===== src/rtl/router_pkg.sv =====
// Router shared definitions: default sizing and a width helper
// used by the write-side synchroniser and its timers.
package router_pkg;

  localparam int ROUTER_NUM_CH  = 3;
  localparam int ROUTER_ADDR_W  = 2;
  localparam int ROUTER_TIMEOUT = 30;

  // Bits needed to hold values 0..v-1, never less than one.
  function automatic int clog2w(input int v);
    int w;
    w = 1;
    while ((1 << w) < v) w++;
    return w;
  endfunction

endpackage


===== src/rtl/router_sync_n_if.sv =====
// Write-side bus between router FSM/FIFOs and the synchroniser.
// slave is the synchroniser side, master the surrounding logic.
interface router_sync_n_if #(
  parameter int NUM_CH = 3,
  parameter int ADDR_W = 2
);

  logic [ADDR_W-1:0] din;
  logic              detect_addr;
  logic              wr_en_reg;
  logic [NUM_CH-1:0] full;
  logic [NUM_CH-1:0] empty;
  logic [NUM_CH-1:0] rd_en;
  logic [NUM_CH-1:0] wr_en;
  logic              fifo_full;
  logic [NUM_CH-1:0] vld_out;
  logic [NUM_CH-1:0] soft_reset;
  logic              addr_err;

  modport slave (
    input  din, detect_addr, wr_en_reg,
    input  full, empty, rd_en,
    output wr_en, fifo_full, vld_out,
    output soft_reset, addr_err
  );

  modport master (
    output din, detect_addr, wr_en_reg,
    output full, empty, rd_en,
    input  wr_en, fifo_full, vld_out,
    input  soft_reset, addr_err
  );

endinterface


===== src/rtl/router_sync_timer.sv =====
// Per-channel read-inactivity timer: one-cycle soft_reset
// after TIMEOUT consecutive cycles with data and no read.
module router_sync_timer
  import router_pkg::*;
#(
  parameter int TIMEOUT = ROUTER_TIMEOUT
) (
  input  logic clk,
  input  logic rst,
  input  logic vld,
  input  logic rd_en,
  output logic soft_reset
);

  localparam int CNT_W = clog2w(TIMEOUT);
  localparam logic [CNT_W-1:0] LAST = CNT_W'(TIMEOUT - 1);

  if (TIMEOUT < 2) begin : g_bad_timeout
    $error("router_sync_timer: TIMEOUT must be at least 2");
  end

  logic [CNT_W-1:0] cnt_q, cnt_d;
  logic             sr_q, sr_d;

  always_comb begin
    cnt_d = '0;
    sr_d  = 1'b0;
    if (vld && !rd_en) begin
      if (cnt_q == LAST) sr_d = 1'b1;
      else cnt_d = cnt_q + 1'b1;
    end
  end

  always_ff @(posedge clk) begin
    if (!rst) begin
      cnt_q <= '0;
      sr_q  <= 1'b0;
    end else begin
      cnt_q <= cnt_d;
      sr_q  <= sr_d;
    end
  end

  assign soft_reset = sr_q;

endmodule


===== src/rtl/router_sync_n.sv =====
// Router write-side synchroniser: latches destination, steers
// the write enable, muxes full, and times out stalled FIFOs.
module router_sync_n
  import router_pkg::*;
#(
  parameter int NUM_CH  = ROUTER_NUM_CH,
  parameter int ADDR_W  = ROUTER_ADDR_W,
  parameter int TIMEOUT = ROUTER_TIMEOUT
) (
  input logic           clk,
  input logic           rst,
  router_sync_n_if.slave bus
);

  if (ADDR_W < clog2w(NUM_CH)) begin : g_bad_addr_w
    $error("router_sync_n: ADDR_W too narrow for NUM_CH");
  end

  localparam logic [ADDR_W:0] NCH = (ADDR_W + 1)'(NUM_CH);

  logic [ADDR_W-1:0] sel_q, sel_d;
  logic              sel_vld_q, sel_vld_d;
  logic              err_q, err_d;
  logic              din_ok;
  logic [NUM_CH-1:0] sel_oh;

  assign din_ok = ({1'b0, bus.din} < NCH);

  always_comb begin
    sel_d     = sel_q;
    sel_vld_d = sel_vld_q;
    err_d     = 1'b0;
    if (bus.detect_addr) begin
      sel_d     = bus.din;
      sel_vld_d = din_ok;
      err_d     = !din_ok;
    end
  end

  always_ff @(posedge clk) begin
    if (!rst) begin
      sel_q     <= '0;
      sel_vld_q <= 1'b0;
      err_q     <= 1'b0;
    end else begin
      sel_q     <= sel_d;
      sel_vld_q <= sel_vld_d;
      err_q     <= err_d;
    end
  end

  for (genvar i = 0; i < NUM_CH; i++) begin : g_ch
    assign sel_oh[i] = sel_vld_q && (sel_q == ADDR_W'(i));

    router_sync_timer #(
      .TIMEOUT(TIMEOUT)
    ) u_timer (
      .clk       (clk),
      .rst       (rst),
      .vld       (~bus.empty[i]),
      .rd_en     (bus.rd_en[i]),
      .soft_reset(bus.soft_reset[i])
    );
  end

  // Invalid or unset destination neither writes nor stalls.
  assign bus.wr_en     = sel_oh & {NUM_CH{bus.wr_en_reg}};
  assign bus.fifo_full = |(sel_oh & bus.full);
  assign bus.vld_out   = ~bus.empty;
  assign bus.addr_err  = err_q;

endmodule


===== src/flat_wrapper.sv =====
// flat-port wrapper written by rule: the top's interface ports become plain ports
module router_sync_n_flat import router_pkg::*;
#(
  parameter int NUM_CH  = ROUTER_NUM_CH,
  parameter int ADDR_W  = ROUTER_ADDR_W,
  parameter int TIMEOUT = ROUTER_TIMEOUT
)
  (clk, rst, bus_din, bus_detect_addr, bus_wr_en_reg, bus_full, bus_empty, bus_rd_en, bus_wr_en, bus_fifo_full, bus_vld_out, bus_soft_reset, bus_addr_err);
  router_sync_n_if #(.NUM_CH(NUM_CH), .ADDR_W(ADDR_W)) bus_i ();
  input logic clk;
  input logic rst;
  input wire logic [$bits(bus_i.din)-1:0] bus_din;
  input wire logic [$bits(bus_i.detect_addr)-1:0] bus_detect_addr;
  input wire logic [$bits(bus_i.wr_en_reg)-1:0] bus_wr_en_reg;
  input wire logic [$bits(bus_i.full)-1:0] bus_full;
  input wire logic [$bits(bus_i.empty)-1:0] bus_empty;
  input wire logic [$bits(bus_i.rd_en)-1:0] bus_rd_en;
  output wire logic [$bits(bus_i.wr_en)-1:0] bus_wr_en;
  output wire logic [$bits(bus_i.fifo_full)-1:0] bus_fifo_full;
  output wire logic [$bits(bus_i.vld_out)-1:0] bus_vld_out;
  output wire logic [$bits(bus_i.soft_reset)-1:0] bus_soft_reset;
  output wire logic [$bits(bus_i.addr_err)-1:0] bus_addr_err;
  assign bus_i.din = bus_din;
  assign bus_i.detect_addr = bus_detect_addr;
  assign bus_i.wr_en_reg = bus_wr_en_reg;
  assign bus_i.full = bus_full;
  assign bus_i.empty = bus_empty;
  assign bus_i.rd_en = bus_rd_en;
  assign bus_wr_en = bus_i.wr_en;
  assign bus_fifo_full = bus_i.fifo_full;
  assign bus_vld_out = bus_i.vld_out;
  assign bus_soft_reset = bus_i.soft_reset;
  assign bus_addr_err = bus_i.addr_err;
  router_sync_n #(.NUM_CH(NUM_CH), .ADDR_W(ADDR_W), .TIMEOUT(TIMEOUT)) u_core (.clk(clk), .rst(rst), .bus(bus_i));
endmodule

===== config.mk =====
export PLATFORM = sky130hd
export DESIGN_NAME = router_sync_n_flat
export DESIGN_NICKNAME = d
export VERILOG_FILES = /design/src/rtl/router_pkg.sv /design/src/rtl/router_sync_n_if.sv /design/src/rtl/router_sync_timer.sv /design/src/rtl/router_sync_n.sv /design/src/flat_wrapper.sv
export SDC_FILE = /design/constraint.sdc
export NUM_CORES = 1
export LEC_CHECK = 0
export ABC_CLOCK_PERIOD_IN_PS = 1070
export BUFFER_PORTS_ARGS = -buffer_cell sky130_fd_sc_hd__buf_2
export CORE_ASPECT_RATIO = 1.5
export CORE_MARGIN = 8
export CORE_UTILIZATION = 45
export CTS_CLUSTER_DIAMETER = 50
export DETAILED_ROUTE_END_ITERATION = 10
export HOLD_SLACK_MARGIN = 0.1
export MAX_ROUTING_LAYER = met4
export PLACE_DENSITY = 0.73
export SYNTH_ARGS = -nofsm -noshare
export SYNTH_HDL_FRONTEND = slang
export SYNTH_SLANG_ARGS = --single-unit

===== constraint.sdc =====
create_clock -name clk -period 1.07 [get_ports clk]
set_clock_uncertainty 0.15 [all_clocks]
set_input_delay 0.107 -clock clk [delete_from_list [all_inputs] [get_ports clk]]
set_output_delay 0.107 -clock clk [all_outputs]
set_load 0.01 [all_outputs]

* After elaboration in Yosys (flattened, before gate mapping)
Index checks and enable logic that the tools add are counted.
Word-level totals: register bits after elaboration 22, latch bits 0, bits in writable memories 0, bits in read-only memories 0, input bits 15, output and inout port bits 11, memories 0
Operators by class: $add $sub $neg 3, multipliers 0, divide/modulo/power cells 0, order comparisons 1, equal/unequal tests 5, shift operators 0, muxes and demuxes 3, bitwise gates (word level) 10, reductions and logical operators 19
Operators with widths (number):
- $add A5 B1 Y5 const B | 3
- $eq A5 B5 Y1 const B | 3
- $reduce_or A3 Y1 | 4
- $reduce_and A2 Y1 | 4
- $not A1 Y1 | 7
- $and A3 B3 Y3 | 2
- $logic_and A1 B1 Y1 | 6
- $logic_not A1 Y1 | 4
- $mux W1 | 3
- $not A3 Y3 | 1
- $eq A2 B1 Y1 const B | 1
- $eq A2 B2 Y1 const B | 1
- $logic_not A2 Y1 | 1
- $lt A2 B2 Y1 const B | 1

* Logic depth before layout (Yosys ltp)
Gate-level depths: netlist of the first run.
word-level depth 4, gate-level depth with buffers 5, depth with buffers taken out 5

* Modules after synthesis
A second synthesis of the first run with hierarchy kept.
Unflattened totals: cell total of the unflattened synthesis 91, area, all modules 887.1 sq um
By module, submodules not included:
- router_sync_timer | instances 3, cells an instance 23, area each 230.2 sq um, sequential area each 120.1 sq um
- router_sync_n | instances 1, cells an instance 22, area each 196.4 sq um, sequential area each 80.1 sq um

* Least setup slack after synthesis of the first run
No wires, ideal clock.
kind reg2reg, start point register u_core.g_ch[2].u_timer.cnt_q[1], end point register u_core.g_ch[2].u_timer.cnt_q[2], arrival time 0.874 ns, path slack -0.019 ns, stages on the path, launching flop included 6, period minus slack after synthesis 1.089 ns, cells stage by stage dfxtp_1 -> inv_1 -> ha_1 -> nand4_1 -> nand3_1 -> nor2_1
On the way: word-level cells in the longest chain between the ends 2, elaborated cells between the ends (all ways) 3
Ends and longest elaborated chain:
- start, declared | RTL line router_sync_timer.sv:22 | logic [CNT_W-1:0] cnt_q, cnt_d;
- start signal, assigned | RTL line router_sync_timer.sv:39 | cnt_q <= cnt_d;
- branches (longest 2 deep; another with $add A5 B1 Y5)
Parallel ways; which one is timed is not known. A chain may end at the register's enable or synchronous reset.

* Final worst setup path of the first run
start point register u_core.sel_q[1], end point output bus_fifo_full
On the way: word-level cells in the longest chain between the ends 4, elaborated cells between the ends (all ways) 8
Ends and longest elaborated chain:
- start, declared | RTL line router_sync_n.sv:21 | logic [ADDR_W-1:0] sel_q, sel_d;
- start signal, assigned | RTL line router_sync_n.sv:46 | sel_q <= sel_d;
- $eq A2 B1 Y1, or another cell as far along | RTL line router_sync_n.sv:53 | assign sel_oh[i] = sel_vld_q && (sel_q == ADDR_W'(i));
- $logic_and A1 B1 Y1 | RTL line router_sync_n.sv:53
- $and A3 B3 Y3 (*) | RTL line router_sync_n.sv:68 | assign bus.fifo_full = |(sel_oh & bus.full);
- $reduce_or A3 Y1 (*) | RTL line router_sync_n.sv:68
- end, declared | RTL line flat_wrapper.sv:19 | output wire logic [$bits(bus_i.fifo_full)-1:0] bus_fifo_full;
Mark *: on every way between the ends. The rest lies on a longest branch, timed or not.

==> summary.txt, run 1 <==
Post-Syn Instances -> 97
unrepaired setup endpoints after global routing -> true
layout cells sized above 1 -> 50.4%
internal power -> 0.00130 W
Data required, critical path -> 0.81 ns
worst setup path category -> reg2out
Synth async-reset ratio -> 0%
drt first pass iters -> 4
FP Rows -> 20
cts bufs inserted -> 3
outcome -> finished with violations
vias in the first global route -> 779
register area share after synthesis -> 46.9%
Post-CTS Hold Buffers -> 9
mux contribution to synthesized area -> 3.20%
vias -> 784
All-Layer GR Usage -> 11.7%
Worst IR Drop VDD -> 0.000643 V
DRT iter0 DRCs -> 10
clock share of power -> 38.5%
Mapped Area -> 938 um2
CP peak stage delay -> 0.39 ns
top-count cell post-synth -> dfxtp_1
Comb pwr share -> 10.2%
Via density -> 4.99
Worst Path Max Fanout -> 5
# placed instances -> 141
final hold vios -> 6
slowest stage cell, crit path -> dfxtp_4
compound-gate portion of the synthesized area -> 1.73%
total power -> 0.00165 W
max_cap viols -> 0
area grow syn2layout -> 47.6%
gp weighted congestion -> 0.790
Synth Net Count -> 118
core area -> 0.00200 mm2
Final Setup Violations -> 21
Post-synth EDFFs -> 0
Leak Pwr -> 0.568 nW
Simple-Gate Fraction of Synth Area -> 24.5%
GRT overflow -> 0
crit-path leading delay family -> flip-flops
Relative slew margins -> 80.1%
Switching Power -> 0.000350 W
Top FF cell, synth -> dfxtp_1
Pins Over Slew Limit -> 0
ANT nets after route -> 0
largest family of logic cells by synthesized area -> simple AND/OR/NAND/NOR gates
clock slew at reported path FFs -> 0.12 ns
adder-cell share of the synthesized area -> 8.00%
clock root cell -> clkbuf_4
HPWL after DPL -> 1.34 mm
DIE HEIGHT -> 71.9 um
CTS max path bufs -> 2
NumNets Final -> 157
Avg Cell Area, Syn -> 9.67 um2
final wirelength -> 2.15 mm
IO Pins -> 26
final setup margin -> -0.389 ns
failing checks -> hold timing, setup timing
most common library cells after synthesis -> dfxtp_1 (22), nor2_1 (17), nand3_1 (8)
die width -> 53.3 um
antenna violations before repair -> 0
Worst Setup Start Kind -> flop
Synth Register Bits -> 22
Tmin final -> 1.46 ns
YS warnings -> 0
CTS tree -> yes
Clock Sinks -> 22
Netlist cell types -> 23
Synth area leaders -> dfxtp_1 (47%), ha_1 (8.0%), nor2_1 (6.8%)
type of the worst min-delay path -> in2reg
first-pass GRT wire length -> 3.33 mm
CTS H-tree depth -> 1
Tcrit/Tclk final -> 136%
initial core utilization -> 46.9%
non-filler cells, final -> 157
nature of the critical path endpoint -> primary output
antenna diode count -> 0
largest area contributor in the netlist -> dfxtp_1
CP Buf/Inv Count -> 1
Tightest Pin Transition -> 0.298 ns
post-place setup slack -> -0.122 ns
Die Area -> 0.00383 mm2
PD cells -> 1190 mW/mm2
clock latency on the worst-skew pair -> 0.31 ns
crit path DAT -> 1.20 ns
DRC viols -> 0
switching share of power -> 21.2%
WHS -> -0.0601 ns
part of the power in registers -> 51.3%
Fmax -> 685 MHz
Synth top area share -> 46.9%
Synth Area in XOR/XNOR -> 8.40%
critical path cell sequence -> mux2i_1, o21ai_1, and2_1, buf_2
I/O Buffers -> 25
pin count of the biggest net entering global routing -> 14
Routed wire per std cell -> 13.7 um
==> sequential cells by signal, summed over array words and instances (netlist names) <==
signal and count:
u_core.g_ch.u_timer.cnt_q 15, u_core.g_ch.u_timer.soft_reset 3, u_core.sel_q 2, u_core.bus.addr_err 1, u_core.sel_vld_q 1
==> per-layer routing <==
metal | vias to the layer above | global-route usage [%] | part of all wire (%)
li1 | 392 | - | -
met1 | 362 | 11.0 | 35
met2 | 24 | 20.9 | 54
met3 | 6 | 2.66 | 8.5
met4 | 0 | 5.92 | 2.2
met5 | - | - | 0
==> worst min-delay path, cell delays in order <==
cell,delay [ns]
buf_2,0.09
nor3b_2,0.05
nor2b_1,0.12
==> power by group through the flow <==
stage | clock network, W | registers, W | logic (W)
2_1_floorplan | 0 | 0.000863 | 0.0000571
3_5_place_dp | 0 | 0.000865 | 0.000114
3_3_place_gp | 0 | 0.000864 | 0.000111
4_1_cts | 0.000642 | 0.000849 | 0.000160
5_1_grt | 0.000672 | 0.000851 | 0.000186
6_report | 0.000637 | 0.000847 | 0.000168
==> per-stage QoR <==
step	instance area [um2]	hold slack, ns	util, %	TNS (ns)
floorplan	943	0.0276	-	-0.0175
global placement	1070	0.137	53.6	-0.779
detailed placement	1070	0.142	53.6	-1.41
CTS	1360	-0.0582	67.9	-2.33
global route	1390	-0.0446	69.2	-4.08
finish	1390	-0.0601	69.2	-2.49
==> timing repair <==
item	in CTS	in global routing
endpoints found under the hold margin	22	6
gates cloned	0	0
buffers inserted	3	0
gates resized for setup	35	9
setup endpoints to repair	21	25
pin swaps	15	3
==> layout by cell type, fill, tap and decap left out, types with 4 or more instances in the layout <==
cell type,Yosys,final
buf_2,0,25
buf_4,6,5
dfxtp_1,22,13
dfxtp_2,0,4
dfxtp_4,0,5
dlygate4sd3_1,0,8
ha_4,0,5
nand3_1,8,6
nor2_1,17,12
nor2_2,0,5
xor2_1,6,6
==> logic make-up (layout without fill, tap and decap cells) <==
| family | Yosys count | in the layout |
|---|---|---|
| buffers and inverters | 12 | 50 |
| flip-flops | 22 | 22 |
| XOR/XNOR | 9 | 9 |
| AND/OR/NAND/NOR | 42 | 42 |
| AO/OA/AOI/OAI | 3 | 3 |
| multiplexers | 3 | 3 |
| adder cells (fa/ha/maj) | 6 | 6 |
==> area by class of cell <==
type | instances | area [um2]
Inverter | 6 | 25.0
Clock inverter | 1 | 30.0
Fill cell | 160 | 617
Multi-Input combinational cell | 63 | 549
Tap cell | 22 | 27.5
Timing Repair Buffer | 40 | 267
Clock buffer | 3 | 22.5
Sequential cell | 22 | 464
==> worst paths after layout <==
path / startpoint / endpoint / slack (ns) / cells past startpoint
worst max register to register: u_core.g_ch[1].u_timer.cnt_q[1]$_SDFF_PP0_ / u_core.g_ch[1].u_timer.cnt_q[1]$_SDFF_PP0_ / -0.13 / 5
worst min register to register: u_core.g_ch[0].u_timer.cnt_q[0]$_SDFF_PP0_ / u_core.g_ch[0].u_timer.cnt_q[0]$_SDFF_PP0_ / 0.34 / 1
worst min-delay path: bus_empty[0] / u_core.g_ch[0].u_timer.soft_reset$_SDFF_PN0_ / -0.06 / 3
worst max-delay path: u_core.sel_q[1]$_SDFFE_PN0P_ / bus_fifo_full / -0.39 / 4
No activity file was read; power rests on OpenSTA's default activity.
==> run 2, diff against run 1 <==
--- a/config.mk
+++ b/config.mk
@@ -5,16 +5,14 @@
 export SDC_FILE = /design/constraint.sdc
 export NUM_CORES = 1
 export LEC_CHECK = 0
-export ABC_CLOCK_PERIOD_IN_PS = 1070
+export ABC_CLOCK_PERIOD_IN_PS = 1700
 export BUFFER_PORTS_ARGS = -buffer_cell sky130_fd_sc_hd__buf_2
 export CORE_ASPECT_RATIO = 1.5
 export CORE_MARGIN = 8
 export CORE_UTILIZATION = 45
-export CTS_CLUSTER_DIAMETER = 50
 export DETAILED_ROUTE_END_ITERATION = 10
-export HOLD_SLACK_MARGIN = 0.1
 export MAX_ROUTING_LAYER = met4
-export PLACE_DENSITY = 0.73
+export PLACE_DENSITY = 0.7
 export SYNTH_ARGS = -nofsm -noshare
 export SYNTH_HDL_FRONTEND = slang
 export SYNTH_SLANG_ARGS = --single-unit
==> constraint.sdc (replaced) <==
create_clock -name clk -period 1.7 [get_ports clk]
set_clock_uncertainty 0.15 [all_clocks]
set_input_delay 0.17 -clock clk [delete_from_list [all_inputs] [get_ports clk]]
set_output_delay 0.17 -clock clk [all_outputs]
set_load 0.01 [all_outputs]
==> run 2 against run 1 <==
The flow now finishes without violations; via count down 8.9%; flip-flop and latch count unchanged; count of clock-buffer cells in the layout increased by 1; worst setup slack better by 0.55 ns; wire length shrank 22%; design area down 17%; global-route usage fell by 2.3 points; sequential share of layout area grew 4.8 points; critical endpoint unchanged; largest cell class is now registers.
==> summary.txt, run 2 (same netlist as run 1, synthesis figures left out) <==
outcome -> finished, final reports clean
vias in the first global route -> 693
commonest non-fill, non-tap cell in the layout -> buf_2
CTS tree -> yes
vias -> 714
hold endpoint -> u_core.g_ch[0].u_timer.soft_reset$_SDFF_PN0_
CP peak stage delay -> 0.39 ns
non-filler cells, final -> 149
gp weighted congestion -> 0.820
clock latency on the worst-skew pair -> 0.29 ns
antenna diode count -> 0
Hold Crit Start -> bus_empty[0]
CTS max path bufs -> 2
Leak Pwr -> 0.502 nW
clock slew at reported path FFs -> 0.11 ns
GRT overflow -> 0
flop-to-flop setup slack -> 0.36 ns
Fmax -> 649 MHz
Routed wire per std cell -> 11.2 um
DRC viols -> 0
clock root cell -> clkbuf_4
unrepaired setup endpoints after global routing -> false
Worst Setup Start Kind -> flop
layout cells sized above 1 -> 26.8%
part of the power in registers -> 60.4%
Tmin final -> 1.54 ns
switching share of power -> 21.0%
All-Layer GR Usage -> 9.41%
initial core utilization -> 46.9%
area grow syn2layout -> 23.1%
I/O Buffers -> 25
Die Area -> 0.00383 mm2
CTS H-tree depth -> 1
Tightest Pin Transition -> 0.229 ns
die width -> 53.3 um
core area -> 0.00200 mm2
Pins Over Slew Limit -> 0
nature of the critical path endpoint -> primary output
hold-critical path depth -> 3
Data required, critical path -> 1.38 ns
Setup TNS Final -> 0 ns
Post-CTS Setup Inserts -> 0
cts bufs inserted -> 3
Design Area, Final -> 0.00115 mm2
DIE HEIGHT -> 71.9 um
ANT nets after route -> 0
WP depth -> 4
pin count of the biggest net entering global routing -> 13
worst setup path category -> reg2out
Clock Sinks -> 22
worst r2r dst -> u_core.sel_vld_q$_SDFFE_PN0P_
Biggest register -> u_core.g_ch.u_timer.cnt_q
Switching Power -> 0.000185 W
final wirelength -> 1.67 mm
FP Rows -> 20
Comb pwr share -> 8.9%
post-place setup slack -> 0.423 ns
antenna violations before repair -> 0
R2R cell count -> 3
first-pass GRT wire length -> 2.80 mm
number of fill cells in the layout -> 196
Via density -> 4.79
internal power -> 0.000699 W
# placed instances -> 138
NumNets Final -> 149
Tcrit/Tclk final -> 90.7%
CP Buf/Inv Count -> 1
DRT iter0 DRCs -> 5
drt first pass iters -> 4
final setup margin -> 0.159 ns
final hold vios -> 0
IO Pins -> 26
type of the worst min-delay path -> in2reg
slowest stage cell, crit path -> dfxtp_2
crit path DAT -> 1.22 ns
PD cells -> 766 mW/mm2
Worst IR Drop VDD -> 0.000644 V
Relative slew margins -> 84.5%
crit-path leading delay family -> flip-flops
Placed Instance Area -> 0.00105 mm2
most frequent cells in the layout -> buf_2 (25), dfxtp_1 (20), nor2_1 (17), nand3_1 (8), dlygate4sd3_1 (7)
max reg flops -> 15
Worst Path Max Fanout -> 6
Worst R2R Start -> u_core.sel_vld_q$_SDFFE_PN0P_
HPWL after DPL -> 1.31 mm
Final Setup Violations -> 0
clock share of power -> 30.8%
final core utilization -> 57.7%
max_cap viols -> 0
critical path cell sequence -> mux2i_1, o21ai_0, and2_1, buf_2
run 2: cell count changes in the layout (fill, tap and decap cells not counted), moves of 2 or more:
cell | previous run | this run
nand3_2 | 2 | 0
nor2_1 | 12 | 17
dfxtp_2 | 4 | 2
inv_2 | 2 | 0
dfxtp_4 | 5 | 0
dfxtp_1 | 13 | 20
inv_1 | 3 | 6
ha_1 | 0 | 6
nand3_1 | 6 | 8
nor2_2 | 5 | 0
ha_4 | 5 | 0
buf_4 | 5 | 0
run 2: timing repair:
item                                   4_1_cts  5_1_grt
endpoints found under the hold margin        4        1
resized for setup                            0        2
setup endpoints to repair                    0        2
hold buffers                                 7        1
run 2: power groups by stage:
stage          sequential (W)  combinational [W]  clock (W)
6_report             0.000534          0.0000784   0.000272
5_1_grt              0.000535          0.0000876   0.000303
4_1_cts              0.000534          0.0000772   0.000284
3_5_place_dp         0.000545          0.0000656          0
3_3_place_gp         0.000544          0.0000642          0
2_1_floorplan        0.000543          0.0000355          0
run 2: through the flow:
step,hold slack [ns],power (W)
6_report,0.0130,0.000884
5_1_grt,0.00818,0.000926
4_1_cts,0.00426,0.000895
3_5_place_dp,0.207,0.000611
3_3_place_gp,0.203,0.000608
2_1_floorplan,0.0906,0.000579
run 2: worst max-delay path by stage:
| stage | end | startpoint | slack [ns] |
|---|---|---|---|
| 3_3_place_gp | bus_fifo_full | u_core.sel_q[1]$_SDFFE_PN0P_ | 0.47 |
| 4_1_cts | u_core.g_ch[2].u_timer.soft_reset$_SDFF_PN0_ | u_core.g_ch[2].u_timer.cnt_q[0]$_SDFF_PP0_ | 0.03 |
| 6_report | bus_fifo_full | u_core.sel_q[1]$_SDFFE_PN0P_ | 0.16 |
| 5_1_grt | bus_fifo_full | u_core.sel_q[1]$_SDFFE_PN0P_ | 0.05 |
| 2_1_floorplan | bus_fifo_full | u_core.sel_q[1]$_SDFFE_PN0P_ | 0.59 |
| 3_5_place_dp | bus_fifo_full | u_core.sel_q[1]$_SDFFE_PN0P_ | 0.42 |
run 2: worst register-to-register path: stages, from the launching register on:
cell           delay, ns
dfxtp_1             0.34
o21ai_0             0.14
a31oi_1             0.05
dlygate4sd3_1       0.56
run 2: final cells by class:
type	count	area [um2]	area share (%)
clock buffer	4	36.3	3.14
inverter	6	22.5	1.95
multi-input combinational	63	430	37.3
sequential	22	443	38.4
tap	22	27.5	2.38
timing repair buffer	32	195	16.9
run 2: layer usage:
layer	track usage (%)	vias to the layer above	wire, um	share of wire, %
met4	4.23	0	14	0.84
met2	14.8	25	781	47
li1	-	374	-	-
met5	-	-	0	0
met3	2.86	2	186	11
met1	10.5	313	689	41
